===== src/rtl/ps2_pkg.sv =====
// ---------------------------------------------------------------------------
// ps2_pkg -- shared definitions for the PS/2 keyboard decoder.
//   frame_state_e : frame receive FSM states
//   KEY_*         : bit positions inside the ps2_key event word
//   BYTE_*        : special scan-code bytes recognised by the decoder
//   is_ignored()  : bytes that are dropped without any effect on state
// ---------------------------------------------------------------------------
package ps2_pkg;

   typedef enum logic [1:0] {
      ST_IDLE,
      ST_DATA,
      ST_PARITY,
      ST_STOP
   } frame_state_e;

   localparam int KEY_TOGGLE   = 10;
   localparam int KEY_PRESSED  = 9;
   localparam int KEY_EXT      = 8;
   localparam int KEY_CODE_MSB = 7;

   localparam logic [7:0] BYTE_EXT    = 8'hE0;
   localparam logic [7:0] BYTE_REL    = 8'hF0;
   localparam logic [7:0] BYTE_PAUSE  = 8'hE1;
   localparam logic [7:0] BYTE_ACK    = 8'hFA;
   localparam logic [7:0] BYTE_BAT    = 8'hAA;
   localparam logic [7:0] BYTE_ECHO   = 8'hEE;
   localparam logic [7:0] BYTE_RESEND = 8'hFE;

   // Protocol/housekeeping bytes that never form a key event.
   function automatic logic is_ignored(input logic [7:0] b);
      return (b == BYTE_PAUSE) || (b == BYTE_ACK) || (b == BYTE_BAT) ||
             (b == BYTE_ECHO) || (b == BYTE_RESEND) || (b == 8'h00) ||
             (b == 8'hFF);
   endfunction

endpackage


===== src/rtl/ps2_line_filter.sv =====
// ---------------------------------------------------------------------------
// ps2_line_filter -- 2-FF synchronizer followed by a persistence filter for
// one PS/2 line. The output follows the synchronized input only after
// FILT_LEN consecutive samples that differ from the current output.
//   clk_sys  in  system clock
//   RESET_N  in  async active-low reset (sync + output reset to 1, idle bus)
//   line_i   in  raw asynchronous PS/2 line
//   line_o   out filtered line level
// ---------------------------------------------------------------------------
module ps2_line_filter #(
   parameter int FILT_LEN = 8
) (
   input  logic clk_sys,
   input  logic RESET_N,
   input  logic line_i,
   output logic line_o
);

   localparam int CW = (FILT_LEN > 1) ? $clog2(FILT_LEN) : 1;
   localparam logic [CW-1:0] LAST = CW'(FILT_LEN - 1);

   logic [1:0]    sync_q;
   logic          filt_q, filt_d;
   logic [CW-1:0] cnt_q, cnt_d;

   // cnt_q holds how many consecutive samples so far disagree with the
   // output; the FILT_LEN-th disagreeing sample flips the output.
   always_comb begin
      filt_d = filt_q;
      cnt_d  = '0;
      if (sync_q[1] != filt_q) begin
         if (cnt_q == LAST) filt_d = sync_q[1];
         else               cnt_d  = cnt_q + 1'b1;
      end
   end

   always_ff @(posedge clk_sys or negedge RESET_N) begin
      if (!RESET_N) begin
         sync_q <= 2'b11;
         filt_q <= 1'b1;
         cnt_q  <= '0;
      end else begin
         sync_q <= {sync_q[0], line_i};
         filt_q <= filt_d;
         cnt_q  <= cnt_d;
      end
   end

   assign line_o = filt_q;

endmodule


===== src/rtl/ps2_key_decoder.sv =====
// ---------------------------------------------------------------------------
// ps2_key_decoder -- PS/2 keyboard receiver and scan-code event decoder.
//   clk_sys   in  system clock (only clock)
//   RESET_N   in  async active-low reset
//   ps2_clk   in  raw PS/2 clock
//   ps2_data  in  raw PS/2 data
//   ps2_key   out {toggle, pressed, extended, code}; toggle flips per event
//   err       out one-cycle pulse on framing/parity/stop error or timeout
// ---------------------------------------------------------------------------
module ps2_key_decoder
   import ps2_pkg::*;
#(
   parameter int FILT_LEN = 8,
   parameter int TIMEOUT  = 20000
) (
   input  logic        clk_sys,
   input  logic        RESET_N,
   input  logic        ps2_clk,
   input  logic        ps2_data,
   output logic [10:0] ps2_key,
   output logic        err
);

   localparam int TW = $clog2(TIMEOUT + 1);

   logic clk_f, data_f, clk_prev_q, fall;

   ps2_line_filter #(.FILT_LEN(FILT_LEN)) u_clk_filt (
      .clk_sys(clk_sys), .RESET_N(RESET_N), .line_i(ps2_clk),  .line_o(clk_f));
   ps2_line_filter #(.FILT_LEN(FILT_LEN)) u_data_filt (
      .clk_sys(clk_sys), .RESET_N(RESET_N), .line_i(ps2_data), .line_o(data_f));

   assign fall = clk_prev_q & ~clk_f;

   frame_state_e state_q, state_d;
   logic [2:0]    bit_q, bit_d;
   logic [7:0]    shift_q, shift_d;
   logic          par_q, par_d;
   logic          ext_q, ext_d, rel_q, rel_d;
   logic [10:0]   key_q, key_d;
   logic          err_d, err_q;
   logic [TW-1:0] tmo_q, tmo_d;

   always_comb begin
      state_d = state_q;
      bit_d   = bit_q;
      shift_d = shift_q;
      par_d   = par_q;
      ext_d   = ext_q;
      rel_d   = rel_q;
      key_d   = key_q;
      err_d   = 1'b0;
      tmo_d   = '0;

      if (fall)                   tmo_d = '0;
      else if (state_q != ST_IDLE) tmo_d = tmo_q + 1'b1;

      if (state_q != ST_IDLE && !fall && tmo_q == TW'(TIMEOUT - 1)) begin
         err_d   = 1'b1;
         state_d = ST_IDLE;
         tmo_d   = '0;
      end else if (fall) begin
         unique case (state_q)
            ST_IDLE: begin
               if (!data_f) begin
                  state_d = ST_DATA;
                  bit_d   = '0;
               end else begin
                  err_d = 1'b1;
               end
            end
            ST_DATA: begin
               shift_d = {data_f, shift_q[7:1]};
               bit_d   = bit_q + 1'b1;
               if (bit_q == 3'd7) state_d = ST_PARITY;
            end
            ST_PARITY: begin
               par_d   = data_f;
               state_d = ST_STOP;
            end
            ST_STOP: begin
               // Parity is judged here rather than on the parity edge so the
               // stop-bit edge is consumed and cannot look like a bad start.
               state_d = ST_IDLE;
               if (!data_f || !(^{shift_q, par_q})) begin
                  err_d = 1'b1;
               end else if (shift_q == BYTE_EXT) begin
                  ext_d = 1'b1;
               end else if (shift_q == BYTE_REL) begin
                  rel_d = 1'b1;
               end else if (!is_ignored(shift_q)) begin
                  key_d[KEY_TOGGLE]       = ~key_q[KEY_TOGGLE];
                  key_d[KEY_PRESSED]      = ~rel_q;
                  key_d[KEY_EXT]          = ext_q;
                  key_d[KEY_CODE_MSB:0]   = shift_q;
                  ext_d = 1'b0;
                  rel_d = 1'b0;
               end
            end
            default: state_d = ST_IDLE;
         endcase
      end

      if (err_d) begin
         ext_d = 1'b0;
         rel_d = 1'b0;
      end
   end

   always_ff @(posedge clk_sys or negedge RESET_N) begin
      if (!RESET_N) begin
         clk_prev_q <= 1'b1;
         state_q    <= ST_IDLE;
         bit_q      <= '0;
         shift_q    <= '0;
         par_q      <= 1'b0;
         ext_q      <= 1'b0;
         rel_q      <= 1'b0;
         key_q      <= '0;
         err_q      <= 1'b0;
         tmo_q      <= '0;
      end else begin
         clk_prev_q <= clk_f;
         state_q    <= state_d;
         bit_q      <= bit_d;
         shift_q    <= shift_d;
         par_q      <= par_d;
         ext_q      <= ext_d;
         rel_q      <= rel_d;
         key_q      <= key_d;
         err_q      <= err_d;
         tmo_q      <= tmo_d;
      end
   end

   assign ps2_key = key_q;
   assign err     = err_q;

endmodule


===== config.mk =====
export PLATFORM = sky130hd
export DESIGN_NAME = ps2_key_decoder
export DESIGN_NICKNAME = d
export VERILOG_FILES = /design/src/rtl/ps2_pkg.sv /design/src/rtl/ps2_line_filter.sv /design/src/rtl/ps2_key_decoder.sv
export SDC_FILE = /design/constraint.sdc
export NUM_CORES = 1
export LEC_CHECK = 0
export ABC_CLOCK_PERIOD_IN_PS = 2400
export BUFFER_PORTS_ARGS = -buffer_cell sky130_fd_sc_hd__buf_2
export CAP_MARGIN = 20
export CELL_PAD_IN_SITES_DETAIL_PLACEMENT = 1
export CELL_PAD_IN_SITES_GLOBAL_PLACEMENT = 1
export CORE_MARGIN = 3
export CORE_UTILIZATION = 48
export CTS_CLUSTER_DIAMETER = 200
export CTS_CLUSTER_SIZE = 40
export DETAILED_ROUTE_END_ITERATION = 7
export PLACE_DENSITY_LB_ADDON = 0.3
export SLEW_MARGIN = 40
export SYNTH_ARGS = -nofsm -noshare
export SYNTH_HDL_FRONTEND = slang
export SYNTH_HIERARCHICAL = 1
export SYNTH_SLANG_ARGS = --single-unit

===== constraint.sdc =====
create_clock -name clk_sys -period 2.4 [get_ports clk_sys]
set_input_delay 0.12 -clock clk_sys [delete_from_list [all_inputs] [get_ports clk_sys]]
set_output_delay 0.12 -clock clk_sys [all_outputs]
set_load 0.05 [all_outputs]

==> impl_metrics.ini <==
[outcome]
outcome = completed

[synthesis]
synth_ff_type = dfrtp_1
synth_nets = 268
synth.most_common_cell = dfrtp_1
async_reset_ff_frac = 1.00
syn_area_um2 = 2780
synth_compound_area_frac = 0.0945
yosys.area.top_type = dfrtp_1
syn_area_per_cell_um2 = 11.0
synth_seq_cells = 56
synth_mux_area_frac = 0.0617
synthCells = 253
synth_edf_count = 0
yosys-top-cells-area = dfrtp_1 44%, dfstp_2 6.6%, ha_1 5.0%, xor2_1 4.7%, nand2_1 4.2%
synth_common_cells = 49 x dfrtp_1, 31 x nand2_1, 25 x nor2_1
synth_top_area_share = 0.441
synth_top_family_by_area = simple AND/OR/NAND/NOR gates
yosysSeqAreaShare = 0.507
synth_xor_xnor_area_share = 0.0828
synthDistinctLibCells = 45
synth_fa_ha_area_frac = 0.0495
synth_warnings = 6
synthSimpleGateAreaFrac = 0.171

[clock_network]
numClockSinks = 56
cts_resized = 0
clk_latency_ps = 320
cts_buffers = 5
clk_pin_slew_ps = 100
htreeDepth = 2
cts_root_buf = clkbuf_8
cts_tree = done
cts_buffer_depth = 2
post-cts-setup-buffer-count = 0
holdBufCountCts = 3

[global_route]
gr-total-overflow = 0
grt_max_degree = 34
grt_pass1_vias = 1939
antenna_found_initial = 0
grt_pass1_wl_mm = 9.35
grt_use_total = 0.183

[timing]
maxSlewViolCount = 0
setup_viol = 0
rsz0062_at_grt = no
setup_slack_ps = 225
post-route-min-period_ps = 2180
tightestPinTransition_ps = 560
finalHoldViolCount = 0
fmax_mhz = 460
clock_skew_ps = 10.8
fin_setup_tns_ps = 0
max_slew_margin = 0.626
fin_crit_sh = 0.906

[setup_path]
cp-end-kind = register
critPathLaunchType = register
crit_type = register to register
worst-path-max-fanout = 11
rr_worst_depth = 5
cp.required_ps = 2610
r2r-start = shift_q[6]
worstPathArrival_ps = 2390
ff2ff_setup_slack_ps = 220
reg2reg_to = ps2_key[1]

[placement]
routabilityCongestion = 0.802
dp_slack_ps = 226
dp_hpwl_mm = 4.05
numPortBuffers = 15

[final_layout]
fin_util = 0.559
nets = 294
num_antenna_cells = 0
area.growth.synth_to_final_pct = 11.4
n_fill_cell = 615
layout-drive-gt1-share = 0.193

[detailed_routing]
detail-route-antenna-nets = 0
vias = 1901
drc = 0
via_per_inst = 5.40
detail_route.iter0.violations = 86
drtPass1Iterations = 4
avgRoutedWirePerCell_um = 15.7
wl_mm = 5.52

[min_path]
hold_path_class = primary input to async pin

[job]
drv_cap = 0

[floorplan]
dieWidth_um = 82.1
fp-row-count = 27
io_pins = 16
core_um2 = 5540
start_util = 0.502
die_h_um = 82.1
die_area_um2 = 6740

[power_and_ir_drop]
powerDensity_nw_per_um2 = 773
ir_drop_uv = 453
power_leakage_nw = 1.52
==> state kept, by name, summed over array words and instances, names as in the netlist <==
signal / flops
tmo_q: 15
ps2_key: 11
shift_q: 8
bit_q: 3
u_clk_filt/cnt_q: 3
u_data_filt/cnt_q: 3
state_q: 2
u_clk_filt/sync_q: 2
u_data_filt/sync_q: 2
clk_prev_q: 1
err: 1
ext_q: 1
par_q: 1
rel_q: 1
u_clk_filt/line_o: 1
u_data_filt/line_o: 1
==> critical path: stages (launching register included) <==
cell and delay (ps):
dfrtp_1 510, xnor2_1 250, xnor3_2 410, mux2i_4 260, nand2_2 260, mux2_1 380
==> metal layers <==
| metal | part of all wire | vias up | track usage |
|---|---|---|---|
| met2 | 0.50 | 19 | 0.310 |
| met3 | 0.027 | 6 | 0.0401 |
| li1 | - | 926 | - |
| met5 | 0 | - | 0 |
| met1 | 0.46 | 950 | 0.234 |
| met4 | 0.013 | 0 | 0.0548 |
==> through the flow <==
stage	hold WS (ps)	power, W	std cells	instance area (µm²)
2_1_floorplan	-176	0.00169	253	2780
4_1_cts	314	0.00242	352	3100
5_1_grt	358	0.00257	352	3100
6_report	307	0.00240	352	3100
3_3_place_gp	139	0.00188	341	2980
3_5_place_dp	142	0.00191	341	2980
==> area by class of cell <==
class                      count  area [µm²]  share of cell area
clock buffer                   6        72.6              0.0234
tap                           72        90.1              0.0291
sequential                    56        1410               0.455
multi-input combinational    178        1280               0.413
timing repair buffer          29         200              0.0646
clock inverter                 2        12.5             0.00404
inverter                       9        33.8              0.0109
==> power breakdown <==
group	leakage (nW)	total [W]	internal (W)	switching, W
clock network	0.0412	0.000506	0.000205	0.000302
logic	0.737	0.000668	0.000286	0.000381
registers	0.744	0.00122	0.00109	0.000131
total	1.52	0.00240	0.00158	0.000814
==> placed cells by master, fill, tap and decap left out, types with 8 or more instances in the layout <==
| cell | n |
|---|---|
| a21oi_1 | 9 |
| buf_2 | 15 |
| buf_4 | 10 |
| dfrtp_1 | 49 |
| ha_1 | 11 |
| inv_1 | 9 |
| nand2_1 | 31 |
| nand3_1 | 8 |
| nor2_1 | 25 |
| o21ai_0 | 10 |
| xor2_1 | 15 |
==> kinds of logic after synthesis <==
kind of cell               count (synthesis)
and+or+nand+nor                           96
DFF                                       56
adders and majority gates                 11
buffers and inverters                     19
muxes                                     12
xor gates and xnor gates                  23
AOI/OAI and AO/OA                         36
==> worst max-delay path by stage <==
stage	to	cells after the start	from
final	ps2_key[1]	5	shift_q[6]
after global routing	ps2_key[1]	6	shift_q[6]
after CTS	ps2_key[1]	5	shift_q[6]
after detailed placement	ps2_key[1]	5	shift_q[6]
after global placement	ps2_key[1]	5	shift_q[6]
after floorplan	ext_q	7	shift_q[3]
Power figures use the tool's default switching activity.
